==> src/rtl/eval_sequencer_pkg.sv <==
// eval_sequencer_pkg: shared board width, sequencer states and round-robin grant helper
package eval_sequencer_pkg;

    localparam int BOARD_WIDTH = 256;

    typedef enum logic [2:0] {
        IDLE,
        ATTACK,
        ATTACK_WAIT,
        EVAL,
        EVAL_WAIT,
        CLEAR,
        RESPOND
    } seq_state_t;

    function automatic logic rr_grant(input logic [1:0] req, input logic ptr);
        return req[ptr] ? ptr : ~ptr;
    endfunction

endpackage

==> src/rtl/eval_sequencer_rr_arb2.sv <==
// rr_arb2: two-way round-robin grant, pointer moves to the loser on every accept
module rr_arb2
    import eval_sequencer_pkg::*;
(
    input  logic       clk,
    input  logic       reset,
    input  logic [1:0] req,
    input  logic       accept,
    output logic [1:0] gnt,
    output logic       gnt_idx
);

    logic ptr;

    always_comb begin
        gnt_idx = rr_grant(req, ptr);
        gnt     = req & {gnt_idx, ~gnt_idx};
    end

    always_ff @(posedge clk) begin
        if (reset)
            ptr <= 1'b0;
        else if (accept)
            ptr <= ~gnt_idx;
    end

endmodule

==> src/rtl/eval_sequencer.sv <==
// eval_sequencer: arbitrates two requesters onto one board_attack/evaluate pair and returns tagged scores
module eval_sequencer
    import eval_sequencer_pkg::*;
#(
    parameter int EVAL_WIDTH     = 24,
    parameter int UCI_WIDTH      = 16,
    parameter int TIMEOUT_CYCLES = 4096,
    parameter int TIMEOUT_WIDTH  = $clog2(TIMEOUT_CYCLES + 1)
) (
    input  logic                         clk,
    input  logic                         reset,
    input  logic [1:0]                   req_valid,
    output logic [1:0]                   req_ready,
    input  logic [BOARD_WIDTH-1:0]       req_board0,
    input  logic [BOARD_WIDTH-1:0]       req_board1,
    input  logic [1:0]                   req_wtm,
    input  logic [3:0]                   req_castle0,
    input  logic [3:0]                   req_castle1,
    input  logic [UCI_WIDTH-1:0]         req_uci0,
    input  logic [UCI_WIDTH-1:0]         req_uci1,
    output logic                         rsp_valid,
    input  logic                         rsp_ready,
    output logic                         rsp_id,
    output logic signed [EVAL_WIDTH-1:0] rsp_eval,
    output logic                         rsp_insufficient,
    output logic                         rsp_white_in_check,
    output logic                         rsp_black_in_check,
    output logic                         rsp_timeout,
    output logic [BOARD_WIDTH-1:0]       dp_board,
    output logic                         dp_wtm,
    output logic [3:0]                   dp_castle,
    output logic [UCI_WIDTH-1:0]         dp_uci,
    output logic                         attack_board_valid,
    output logic                         attack_clear,
    input  logic                         attack_done,
    input  logic                         white_in_check,
    input  logic                         black_in_check,
    output logic                         eval_board_valid,
    output logic                         eval_clear,
    input  logic                         eval_valid,
    input  logic signed [EVAL_WIDTH-1:0] eval_in,
    input  logic                         insufficient_material
);

    seq_state_t state, state_next;
    logic [1:0] gnt;
    logic gnt_idx, accept, waiting, wd_hit, timeout_hit;
    logic [TIMEOUT_WIDTH-1:0] wd;
    logic id_q, wic_q, bic_q, ins_q, to_q;
    logic signed [EVAL_WIDTH-1:0] eval_q;

    assign accept  = state == IDLE && |req_valid;
    assign waiting = state == ATTACK_WAIT || state == EVAL_WAIT;
    // wd_hit means the counter reaches TIMEOUT_CYCLES at this edge
    assign wd_hit  = wd == TIMEOUT_WIDTH'(TIMEOUT_CYCLES - 1);
    assign timeout_hit = wd_hit && ((state == ATTACK_WAIT && !attack_done) ||
                                    (state == EVAL_WAIT && !eval_valid));

    rr_arb2 u_arb (
        .clk     (clk),
        .reset   (reset),
        .req     (req_valid),
        .accept  (accept),
        .gnt     (gnt),
        .gnt_idx (gnt_idx)
    );

    always_ff @(posedge clk) begin
        if (reset)
            state <= IDLE;
        else
            state <= state_next;
    end

    always_comb begin
        state_next         = state;
        req_ready          = 2'b00;
        attack_board_valid = 1'b0;
        eval_board_valid   = 1'b0;
        attack_clear       = 1'b0;
        eval_clear         = 1'b0;
        rsp_valid          = 1'b0;
        case (state)
            IDLE: begin
                req_ready  = gnt;
                state_next = accept ? ATTACK : IDLE;
            end
            ATTACK: begin
                attack_board_valid = 1'b1;
                state_next         = ATTACK_WAIT;
            end
            ATTACK_WAIT: state_next = attack_done ? EVAL : timeout_hit ? CLEAR : ATTACK_WAIT;
            EVAL: begin
                eval_board_valid = 1'b1;
                state_next       = EVAL_WAIT;
            end
            EVAL_WAIT: state_next = (eval_valid || timeout_hit) ? CLEAR : EVAL_WAIT;
            CLEAR: begin
                attack_clear = 1'b1;
                eval_clear   = 1'b1;
                state_next   = RESPOND;
            end
            RESPOND: begin
                rsp_valid  = 1'b1;
                state_next = rsp_ready ? IDLE : RESPOND;
            end
            default: state_next = IDLE;
        endcase
    end

    always_ff @(posedge clk) begin
        if (reset) begin
            dp_board  <= '0;
            dp_wtm    <= 1'b0;
            dp_castle <= '0;
            dp_uci    <= '0;
            id_q      <= 1'b0;
            wic_q     <= 1'b0;
            bic_q     <= 1'b0;
            ins_q     <= 1'b0;
            to_q      <= 1'b0;
            eval_q    <= '0;
            wd        <= '0;
        end else begin
            if (accept) begin
                dp_board  <= gnt_idx ? req_board1 : req_board0;
                dp_wtm    <= req_wtm[gnt_idx];
                dp_castle <= gnt_idx ? req_castle1 : req_castle0;
                dp_uci    <= gnt_idx ? req_uci1 : req_uci0;
                id_q      <= gnt_idx;
                wic_q     <= 1'b0;
                bic_q     <= 1'b0;
                ins_q     <= 1'b0;
                to_q      <= 1'b0;
                eval_q    <= '0;
            end
            wd <= !waiting ? '0 : (wd == TIMEOUT_WIDTH'(TIMEOUT_CYCLES)) ? wd : wd + TIMEOUT_WIDTH'(1);
            if (state == ATTACK_WAIT && attack_done) begin
                wic_q <= white_in_check;
                bic_q <= black_in_check;
            end
            if (state == EVAL_WAIT && eval_valid) begin
                eval_q <= eval_in;
                ins_q  <= insufficient_material;
            end
            // an aborted job reports no partial results
            if (timeout_hit) begin
                to_q   <= 1'b1;
                wic_q  <= 1'b0;
                bic_q  <= 1'b0;
                ins_q  <= 1'b0;
                eval_q <= '0;
            end
        end
    end

    assign rsp_id             = rsp_valid & id_q;
    assign rsp_eval           = rsp_valid ? eval_q : '0;
    assign rsp_insufficient   = rsp_valid & ins_q;
    assign rsp_white_in_check = rsp_valid & wic_q;
    assign rsp_black_in_check = rsp_valid & bic_q;
    assign rsp_timeout        = rsp_valid & to_q;

endmodule
==> config.mk <==
export PLATFORM = sky130hd
export DESIGN_NAME = eval_sequencer
export DESIGN_NICKNAME = d
export VERILOG_FILES = /design/src/rtl/eval_sequencer_pkg.sv /design/src/rtl/eval_sequencer_rr_arb2.sv /design/src/rtl/eval_sequencer.sv
export SDC_FILE = /design/constraint.sdc
export NUM_CORES = 1
export LEC_CHECK = 0
export CORE_AREA = 2 2 355 357
export DETAILED_ROUTE_END_ITERATION = 10
export DIE_AREA = 0 0 357 359
export HOLD_SLACK_MARGIN = 0.12
export SYNTH_ARGS = -nofsm -noshare
export SYNTH_HDL_FRONTEND = slang
export SYNTH_HIERARCHICAL = 1
export SYNTH_SLANG_ARGS = --single-unit
==> constraint.sdc <==
create_clock -name clk -period 1.64 [get_ports clk]
set_input_delay 0.164 -clock clk [delete_from_list [all_inputs] [get_ports clk]]
set_output_delay 0.164 -clock clk [all_outputs]
set_load 0.02 [all_outputs]
### Yosys cells after proc, flatten, opt, wreduce, memory -nomap -nowiden

Index checks and enable logic that the tools add are counted.

* memories kept: 0
* input bits: 588
* logic and storage cells: 78
* output and inout bits: 313
* register bits: 323
* ROM bits: 0
* bits in latches: 0
* bits in writable memories: 0

* $lt $le $gt $ge: 2
* eq/ne operators: 8
* shifts and indexed selects: 0
* bitwise operators: 9
* add/sub/neg operators: 1
* $mul: 0
* reduce and logical (&&, ||, !) cells: 18
* div/mod/pow operators: 0
* multiplexer cells: 27

Operators with widths (count)
* 2-to-1 mux 256 bit: 1
* 2-to-1 mux 24 bit: 3
* one-hot mux 3 bit (7 select lines): 1
* 2-to-1 mux 1 bit: 16
* 2-to-1 mux 16 bit: 1
* adder 13 x 1 -> 13 bit (second input constant): 1
* == test 13 x 12 -> 1 bit (second input constant): 1
* == test 13 bit (second input constant): 1
* == test 3 bit (second input constant): 3
* 2-to-1 mux 3 bit: 3
* == test 3 x 2 -> 1 bit (second input constant): 2
* logical AND 1 bit: 6
* nonzero test 2 bit: 3
* OR reduction 2 bit: 3
* AND 1 bit: 5
* less-than comparator 1 x 2 -> 1 bit (second input constant): 2
* 2-to-1 mux 4 bit: 1
* == test 3 x 1 -> 1 bit (second input constant): 1
* logical NOT 3 bit: 1
* logical OR 1 bit: 3
* NOT 1 bit: 3
* AND 2 bit: 1
* logical NOT 1 bit: 2
* 2-to-1 mux 2 bit: 1

### Depth between registers and ports, before layout

Gate-level depths: netlist of the first run.

* depth after elaboration: 7
* mapped depth: 8

### Modules after synthesis

The synthesis of the first run kept the hierarchy.

Modules (own cells, without submodules)
* eval_sequencer: cells each 1503, instances 1, area an instance 14243.7 um^2, seq. area each 6446.2 um^2
* rr_arb2: cells each 9, instances 1, area an instance 76.3 um^2, seq. area each 20.0 um^2

### Least setup slack after synthesis of the first run

No wires, ideal clock.

* path kind: register -> register
* from: reg wd[0]
* to: reg eval_q[3]
* setup time: 0.115 ns
* cell stages (with the launch flop): 8
* arrival: 1.557 ns
* buffers on the path: 2
* slack: -0.032 ns
* data required time: 1.525 ns
* path through: dfxtp_1 ha_1 nand3_1 nor4_4 a41o_1 buf_6 buf_12 a21oi_2

* cells in the longest elaborated chain, start to end: 3

Ends and longest elaborated chain
* start, declared: RTL line eval_sequencer.sv:48 `logic [TIMEOUT_WIDTH-1:0] wd;`
* start signal, assigned: RTL line eval_sequencer.sv:137 `wd <= !waiting ? '0 : (wd == TIMEOUT_WIDTH'(TIMEOUT_CYCLES)) ? wd : wd + TIMEOUT_WIDTH'(1);`
* == test 13 x 12 -> 1 bit: RTL line eval_sequencer.sv:55 `assign wd_hit = wd == TIMEOUT_WIDTH'(TIMEOUT_CYCLES - 1);`
* logical AND 1 bit: RTL line eval_sequencer.sv:56 `assign timeout_hit = wd_hit && ((state == ATTACK_WAIT && !attack_done) ||`
* OR reduction 2 bit (no line)
* end signal, assigned: RTL line eval_sequencer.sv:143 `eval_q <= eval_in;`
* end, declared: RTL line eval_sequencer.sv:50 `logic signed [EVAL_WIDTH-1:0] eval_q;`

No other way between the ends.
A chain may end at the register's enable or synchronous reset.

### Final worst setup path of the first run

* from: reg u_arb.ptr
* to: reg dp_board[174]

* cells in the longest elaborated chain, start to end: 4
* elaborated cells on any way between the ends: 5
* classes of those cells: 4 x mux; 1 x bitwise

Ends and longest elaborated chain
* start, declared: RTL line eval_sequencer_rr_arb2.sv:13 `logic ptr;`
* start signal, assigned: RTL line eval_sequencer_rr_arb2.sv:24 `ptr <= ~gnt_idx;`
* 2-to-1 mux 1 bit (implied by the code) (2 in series): RTL line eval_sequencer_pkg.sv:17 `return req[ptr] ? ptr : ~ptr;`
* 2-to-1 mux 1 bit (*): RTL line eval_sequencer_pkg.sv:17
* via gnt_idx: RTL line eval_sequencer.sv:47 `logic gnt_idx, accept, waiting, wd_hit, timeout_hit;`
* 2-to-1 mux 256 bit (*): RTL line eval_sequencer.sv:126 `dp_board <= gnt_idx ? req_board1 : req_board0;`
* end signal, assigned: RTL line eval_sequencer.sv:126
* end, declared: RTL line eval_sequencer.sv:29 `output logic [BOARD_WIDTH-1:0] dp_board,`

Mark *: on every way through the listed nets, which the timed path passes. The rest lies on a longest branch. The select of a mux whose other input is x is not followed.

==> impl_results.md, run 1 <==
- Yosys reg bits: 323
- Crit-path max FO: 7
- MaxCap Viol Count: 0
- First-pass GRT wire length: 132.2 mm
- Longest Clk Path Bufs: 3
- XOR/XNOR share of the synthesized area: 0.6728%
- Syn_nets: 2102
- Final Wtd Congestion: 0.8985
- Num rows: 130
- Clock buffer count from CTS: 42
- Peak Freq: 534.2 MHz
- Placed instance count: 4063
- Post-Synth Simple-Gate Area: 12.56%
- Post-synthesis mux area share: 19.57%
- Worst-Skew Late Latency: 0.60 ns
- RSZ-0062 raised after global routing: yes
- CTS H-Tree Depth: 2
- Post-Syn Area: 14320 um2
- Post-DP HPWL: 73.74 mm
- Period utilization: 114.1%
- Cell Chain, Critical Path: inv_2, mux2i_4, buf_12, buf_12, buf_16, buf_16, buf_16, mux2i_2, a211oi_2
- Period minus WS final: 1.872 ns
- IO buf count: 900
- Routed Antenna Nets: 0
- Ys async rst share: 0%
- Layout Skew: 0.01970 ns
- Worst setup margin: -0.2320 ns
- DRC: 0
- Final Setup Violations: 312
- Worst EP arrival: 2.34 ns
- Num Clock Sinks: 323
- Initial Util: 11.49%
- Ys flop type: dfxtp_1
- CTS root buf: clkbuf_16
- Run status: finished, violations left
- Post-layout util: 26.08%
- Yosys top cell by area: dfxtp_1
- Synth Area per Inst: 9.471 um2
- DRT iter0 DRCs: 953
- Synth top area share: 45.16%
- Drt wl/cell: 23.25 um
- Drt first pass iters: 5
- Cell count after synthesis: 1512
- CP endpoint kind: flop
- Failing checks: setup timing
- Largest net degree at the start of global routing: 74
- CP max stage delay: 0.32 ns
- Synth area leaders: dfxtp_1 (45%), mux2i_1 (20%), a211oi_1 (15%)
- Max VDD drop: 765.3 uV
- Die ar.: 128200 um2
- Cell variety after synth: 41
- P_leak: 12.97 nW
- Number of global-route vias before repair: 16420
- Worst Hold Class: in -> reg
- CTS tree: done
- Adder-cell share of the synthesized area: 0.1747%
- Synth warn: 6
- Final Hold Fails: 0
- Max stage delay cell, worst path: dfxtp_2
- CP most frequent cell: buf_16
- Post-synthesis sequential area ratio: 45.16%
- Largest family of logic cells by synthesized area: multiplexers
- Synth Area in Compound Gates: 16.83%
- Area growth syn-to-layout: 126.9%
- IO Pins: 901
- Final wirelength: 100.2 mm
- Via density per instance: 3.854
- Vias: 16600
- CP required: 2.11 ns
- Slew Viols, Final: 0
- Layout Nets: 3200
- P per Cell Area: 1225 nW/um2
- Gr usage total: 14.73%
- Setup crit start kind: flop
- Post-synth EDFFs: 0
- Fraction of layout cells with a size suffix above 1: 29.34%
- Max-Slew Margin vs Limit: 69.84%
- Non-Filler Instances: 4308
- Worst-path clk slew: 0.06 ns
- Tightest Pin Transition: 0.4543 ns
- Die height: 359 um
- Antenna violations before repair: 63
- Overall die width: 357 um
- Kind of critical path: reg -> reg
- Post-Place Worst Slack: -0.5023 ns
- Worst hold slack: 0.2003 ns
- Global route total overflow: 0
- Core area: 124600 um2
final timing paths:
path | slack, ns | endpoint | cells past startpoint | startpoint
setup / recovery | -0.23 | dp_board[174]$_SDFFE_PP0P_ | 9 | u_arb/ptr$_SDFFE_PP0P_
hold / removal | 0.20 | eval_q[1]$_SDFFE_PP0P_ | 3 | eval_in[1]
setup reg to reg | -0.23 | dp_board[174]$_SDFFE_PP0P_ | 9 | u_arb/ptr$_SDFFE_PP0P_
hold reg to reg | 0.47 | ins_q$_SDFFE_PP0P_ | 2 | ins_q$_SDFFE_PP0P_
area by class of cell:
type	count	area [um2]
repair buffers	1193	13440
diodes	17	42.54
clock inverters	13	131.4
flip-flops and latches	323	6480
clock buffers	62	1227
multi-input cells	1036	8992
well taps	1650	2064
fillers	13110	92110
repair inverters	2	36.28
inverters	12	75.07
synth_stat cells, types with 2 or more instances:
| cell type | number |
|---|---|
| a211oi_1 | 277 |
| a21oi_1 | 14 |
| a21oi_2 | 21 |
| and2_1 | 31 |
| and3_1 | 2 |
| buf_12 | 2 |
| buf_2 | 83 |
| clkbuf_1 | 53 |
| dfxtp_1 | 323 |
| ha_1 | 2 |
| inv_1 | 11 |
| mux2i_1 | 280 |
| nand2_1 | 34 |
| nand2b_1 | 4 |
| nand3_1 | 39 |
| nand3b_1 | 2 |
| nand4_1 | 2 |
| nor2_1 | 297 |
| nor4_1 | 3 |
| nor4b_1 | 2 |
| xnor2_1 | 9 |
| xor2_1 | 2 |
through the flow:
| step | area (um2) | setup TNS (ns) | power, W |
|---|---|---|---|
| 2_1_floorplan | 14350 | 0 | 0.01738 |
| 6_report | 32490 | -45.62 | 0.03979 |
| 5_1_grt | 32470 | -63.00 | 0.04173 |
| 4_1_cts | 30980 | -43.32 | 0.03897 |
| 3_5_place_dp | 26090 | -83.51 | 0.02497 |
| 3_3_place_gp | 26090 | -83.09 | 0.02489 |
timing repair:
item	4_1_cts	5_1_grt
hold buffers	13	0
endpoints found under the hold margin	53	0
cloned	55	8
buffers inserted	80	27
resized for setup	866	336
pin swaps	166	169
setup endpoints to repair	576	359
power by group:
group | internal, W | leakage [nW] | switching, W
Sequential | 0.00958 | 2.68 | 0.00118
Clock | 0.00535 | 0.645 | 0.00392
Combinational | 0.0102 | 9.65 | 0.00961
Total | 0.0251 | 13.0 | 0.0147
state kept, by name (all words and copies together) (netlist names):
name and flops:
state 3, dp_board 256, dp_uci 16, wd 13, ins_q 1, dp_castle 4
bic_q 1, wic_q 1, u_arb/ptr 1, id_q 1, dp_wtm 1, eval_q 24
to_q 1
per-layer routing:
layer | routed length, um | track usage [%] | vias up
met5 | 256 | 0 | -
met1 | 40410 | 18.08 | 7899
li1 | - | - | 7689
met4 | 2481 | 4.424 | 40
met2 | 46130 | 23.14 | 811
met3 | 10890 | 6.345 | 162
critical path, delay by kind of cell, from the launching register on:
kind            cells  cell delay [ns]
compound gates      1             0.09
buf+inv             6             0.79
mux                 2             0.49
flops               1             0.32
cells in the final DEF (no fill, tap or decap), drive strengths merged, types with 3 or more instances in the layout:
cell type / count
clkinv: 6
nor4: 4
mux2i: 280
xnor2: 9
dlygate4sd2: 261
nand2: 34
clkinvlp: 7
nor2: 297
nand4: 3
clkbuf: 71
nand3: 39
and2: 31
dlygate4sd3: 13
clkdlybuf4s15: 8
diode: 17
buf: 315
clkdlybuf4s50: 586
nand2b: 4
a211oi: 277
dfxtp: 323
a21oi: 35
inv: 12
cells by family (layout without fill, tap and decap cells):
| family | count (synthesis) | in the layout |
|---|---|---|
| adders and majority gates | 2 | 2 |
| AOI/OAI and AO/OA | 322 | 322 |
| and+or+nand+nor | 421 | 421 |
| DFF | 323 | 323 |
| other | 0 | 17 |
| buffers and inverters | 153 | 1282 |
| xor gates and xnor gates | 11 | 11 |
| muxes | 280 | 280 |
Power figures use the tool's default switching activity.
==> run 2: changes to the inputs <==
- ABC_AREA: default -> 1
- CORE_AREA: 2 2 355 357 -> 2 2 350 352
- DIE_AREA: 0 0 357 359 -> 0 0 352 354
==> impl_results.md, run 2 <==
- Max VDD drop: 584.7 uV (-24%)
- Flop2flop setup slack: -0.26 ns (-0.03 ns)
- Crit-path max FO: 7 (unchanged)
- Worst EP arrival: 2.42 ns (+0.08 ns)
- CP max stage delay: 0.32 ns (about the same)
- Overall die width: 352 um (-1.4%)
- Longest Clk Path Bufs: 3 (unchanged)
- RSZ-0062 raised after global routing: yes
- Ys flop type: dfxtp_1
- Post-layout util: 26.68% (+0.61 points)
- Setup TNS: -39.61 ns (+6.012 ns)
- Cell variety after synth: 29 (-29%)
- Core area: 120900 um2 (-3.0%)
- Peak Freq: 526.6 MHz (-1.4%)
- Worst reg2reg path endpoint: dp_board[86]$_SDFFE_PP0P_
- Num Clock Sinks: 323 (unchanged)
- Final wirelength: 102.6 mm (+2.4%)
- Most common cell in the netlist: nand2_1
- Layout Skew: 0.01970 ns (-0.000002900 ns)
- Cell count after synthesis: 2471 (+63%)
- Drt wl/cell: 19.91 um (-14%)
- Worst setup margin: -0.2589 ns (-0.02690 ns)
- Post-synth EDFFs: 0 (unchanged)
- Period utilization: 115.8% (+1.6 points)
- Die height: 354 um (-1.4%)
- MaxCap Viol Count: 0 (unchanged)
- Post-DP HPWL: 73.00 mm (-1.0%)
- Vias: 19860 (+20%)
- Critical Path Source: state[0]$_SDFF_PP0_
- Max stage delay cell, worst path: dfxtp_2
- Most common library cell in the layout ignoring fill and taps: nand2_1
- Period minus WS final: 1.899 ns (+0.02690 ns)
- Tightest Pin Transition: 0.6465 ns (+0.1922 ns)
- Most frequent cells in the layout: nand2_1 (805), clkdlybuf4s50_1 (586), inv_1 (358)
- Synth top area share: 41.16% (-4.0 points)
- R2r startpoint: state[0]$_SDFF_PP0_
- Top cells by count, synth: nand2_1 (901), inv_1 (362), dfxtp_1 (323), o21ai_0 (308), a21oi_1 (291)
- Post-synthesis sequential area ratio: 41.16% (-4.0 points)
- Max-Slew Margin vs Limit: 56.86% (-13 points)
- Fraction of layout cells with a size suffix above 1: 17.46% (-12 points)
- CTS root buf: clkbuf_16
- IO buf count: 900 (unchanged)
- Number of global-route vias before repair: 18770 (+14%)
- Setup crit start kind: flop
- Gr usage total: 15.09% (+0.36 points)
- Largest Register: dp_board
- Syn_nets: 3061 (+46%)
- Min-Delay Endpoint: eval_q[15]$_SDFFE_PP0P_
- Synth Area per Inst: 6.357 um2 (-33%)
- Finished Cell Area: 32260 um2 (-0.69%)
- Kind of critical path: reg -> reg
- HP Start: eval_in[15]
- Worst-path clk slew: 0.06 ns (about the same)
- Routed Antenna Nets: 0 (unchanged)
- Placed instance count: 4974 (+22%)
- Drt first pass iters: 5 (unchanged)
- Synth warn: 6 (unchanged)
- Post-DP Area: 27450 um2 (+5.2%)
- Ys async rst share: 0% (unchanged)
- Non-Filler Instances: 5152 (+20%)
- Top Family by Delay on Critical Path: buffers and inverters
- Max reg flops: 256 (unchanged)
- Largest net degree at the start of global routing: 74 (unchanged)
- Yosys reg bits: 323 (unchanged)
- Num rows: 128 (-1.5%)
- Failing checks: setup timing
- DRT iter0 DRCs: 1212 (+27%)
- IO Pins: 901 (unchanged)
- Worst R2R Path Depth: 13 (+4)
- DRC: 0 (unchanged)
- Cell Chain, Critical Path: buf_4, buf_6, nor2_4, buf_6, nand3_4, buf_12, buf_12, inv_16, buf_16, buf_4, buf_6, nand2_2, a21oi_2
- Final Hold Fails: 0 (unchanged)
- P per Cell Area: 1221 nW/um2 (-0.31%)
- CP most frequent cell: buf_6
- Final Setup Violations: 338 (+8.3%)
- Final Wtd Congestion: 0.8982 (about the same)
- CP required: 2.16 ns (+0.05 ns)
- Antenna violations before repair: 44 (-30%)
- Slew Viols, Final: 0 (unchanged)
- Worst path bufs/invs: 9 (+3)
- First-pass GRT wire length: 135.6 mm (+2.6%)
- Area growth syn-to-layout: 105.4%
- Clock buffer count from CTS: 42 (unchanged)
- CTS tree: done
- P_leak: 14.27 nW (+10%)
- Worst Hold Class: in -> reg
- Global route total overflow: 0 (unchanged)
- Die ar.: 124600 um2 (-2.8%)
- Via density per instance: 3.855 (about the same)
- Worst-Skew Late Latency: 0.59 ns (about the same)
- Initial Util: 12.99% (+1.5 points)
- Top Registers: dp_board x256, eval_q x24, dp_uci x16
- Yosys top cell by area: dfxtp_1
- CP endpoint kind: flop
- Layout Nets: 4082 (+28%)
- Post-Syn Area: 15710 um2 (+9.7%)
- CTS H-Tree Depth: 2 (unchanged)
- Run status: finished, violations left
- Synth area leaders: dfxtp_1 (41%), nand2_1 (22%), o21ai_0 (9.8%)
- Worst Hold Depth: 5 (+2)
==> run 2: cell count changes after synthesis, sizes merged, moves of 23 or more <==
cell,delta
nand2,+869
and2,-31
a211oi,-277
nand3,-23
o21ai,+307
a21oi,+257
mux2i,-280
nor2,-212
inv,+353
==> run 2: through the flow <==
stage	power (W)	worst slack, ns	hold slack (ns)
after floorplan	0.01724	0.1200	0.3366
after global placement	0.02445	-0.6604	0.4422
after detailed placement	0.02450	-0.6189	0.4502
after CTS	0.03730	-0.3149	0.1463
after global routing	0.04150	-0.3256	0.1821
final	0.03939	-0.2589	0.2091
==> run 2: kinds of logic after synthesis <==
logic type | count (synthesis) | share of synthesized area [%]
xor+xnor | 2 | 0.1115
simple gates | 1011 | 24.56
flops | 323 | 41.16
compound gates | 603 | 19.29
buf+inv | 530 | 14.71
fa+ha+maj | 2 | 0.1593
==> run 2: layer usage <==
| layer | track usage, % | up-vias | part of all wire (%) |
|---|---|---|---|
| li1 | - | 9703 | - |
| met2 | 25.71 | 778 | 48 |
| met1 | 18.61 | 9202 | 42 |
| met3 | 4.510 | 162 | 7.6 |
| met5 | 0 | - | 0.092 |
| met4 | 3.391 | 14 | 2.6 |
==> run 2: how the worst max path moves through the flow <==
stage / slack, ns / to / cells past startpoint
after floorplan: 0.12 / dp_board[0]$_SDFFE_PP0P_ / 8
after global placement: -0.66 / req_ready[0] / 6
after detailed placement: -0.62 / req_ready[0] / 6
after CTS: -0.31 / rsp_eval[15] / 7
after global routing: -0.33 / dp_board[86]$_SDFFE_PP0P_ / 13
final: -0.26 / dp_board[86]$_SDFFE_PP0P_ / 13
==> run 2: area by class of cell <==
cell class / count / area (um2)
timing repair buffer: 1138 / 12640
timing repair inverter: 2 / 50.05
tap: 1625 / 2033
antenna: 4 / 10.01
sequential: 323 / 6474
inverter: 365 / 1416
multi-input combinational: 1620 / 8225
clock buffer: 59 / 1196
clock inverter: 16 / 221.5
fill: 13100 / 88650
==> run 2: tightest hold or removal path: stages <==
cell and delay [ns]:
clkdlybuf4s50_1 0.41, nand2_1 0.06, o21ai_1 0.05, inv_1 0.05, nor2_1 0.03
==> run 2: power by group <==
group          internal [W]  total [W]  switching, W
clock               0.00587    0.00967       0.00380
sequential          0.00925     0.0101      0.000814
combinational       0.00918     0.0197        0.0105
==> run 2: timing repair <==
item	in CTS	in global routing
hold endpoints to repair	57	0
setup endpoints to repair	475	347
hold buffers	1	0
setup buffers	34	19
gates resized for setup	569	327
cloned	39	18
pin swaps	16	48
==> run 3: changes to the inputs <==
- ABC_AREA: 1 -> 0
- CORE_AREA: 2 2 350 352 -> 2 2 355 357
- DIE_AREA: 0 0 352 354 -> 0 0 357 359
==> results of run 3 <==
Same layout as run 1: the final DEF is identical, and so are final timing and power.
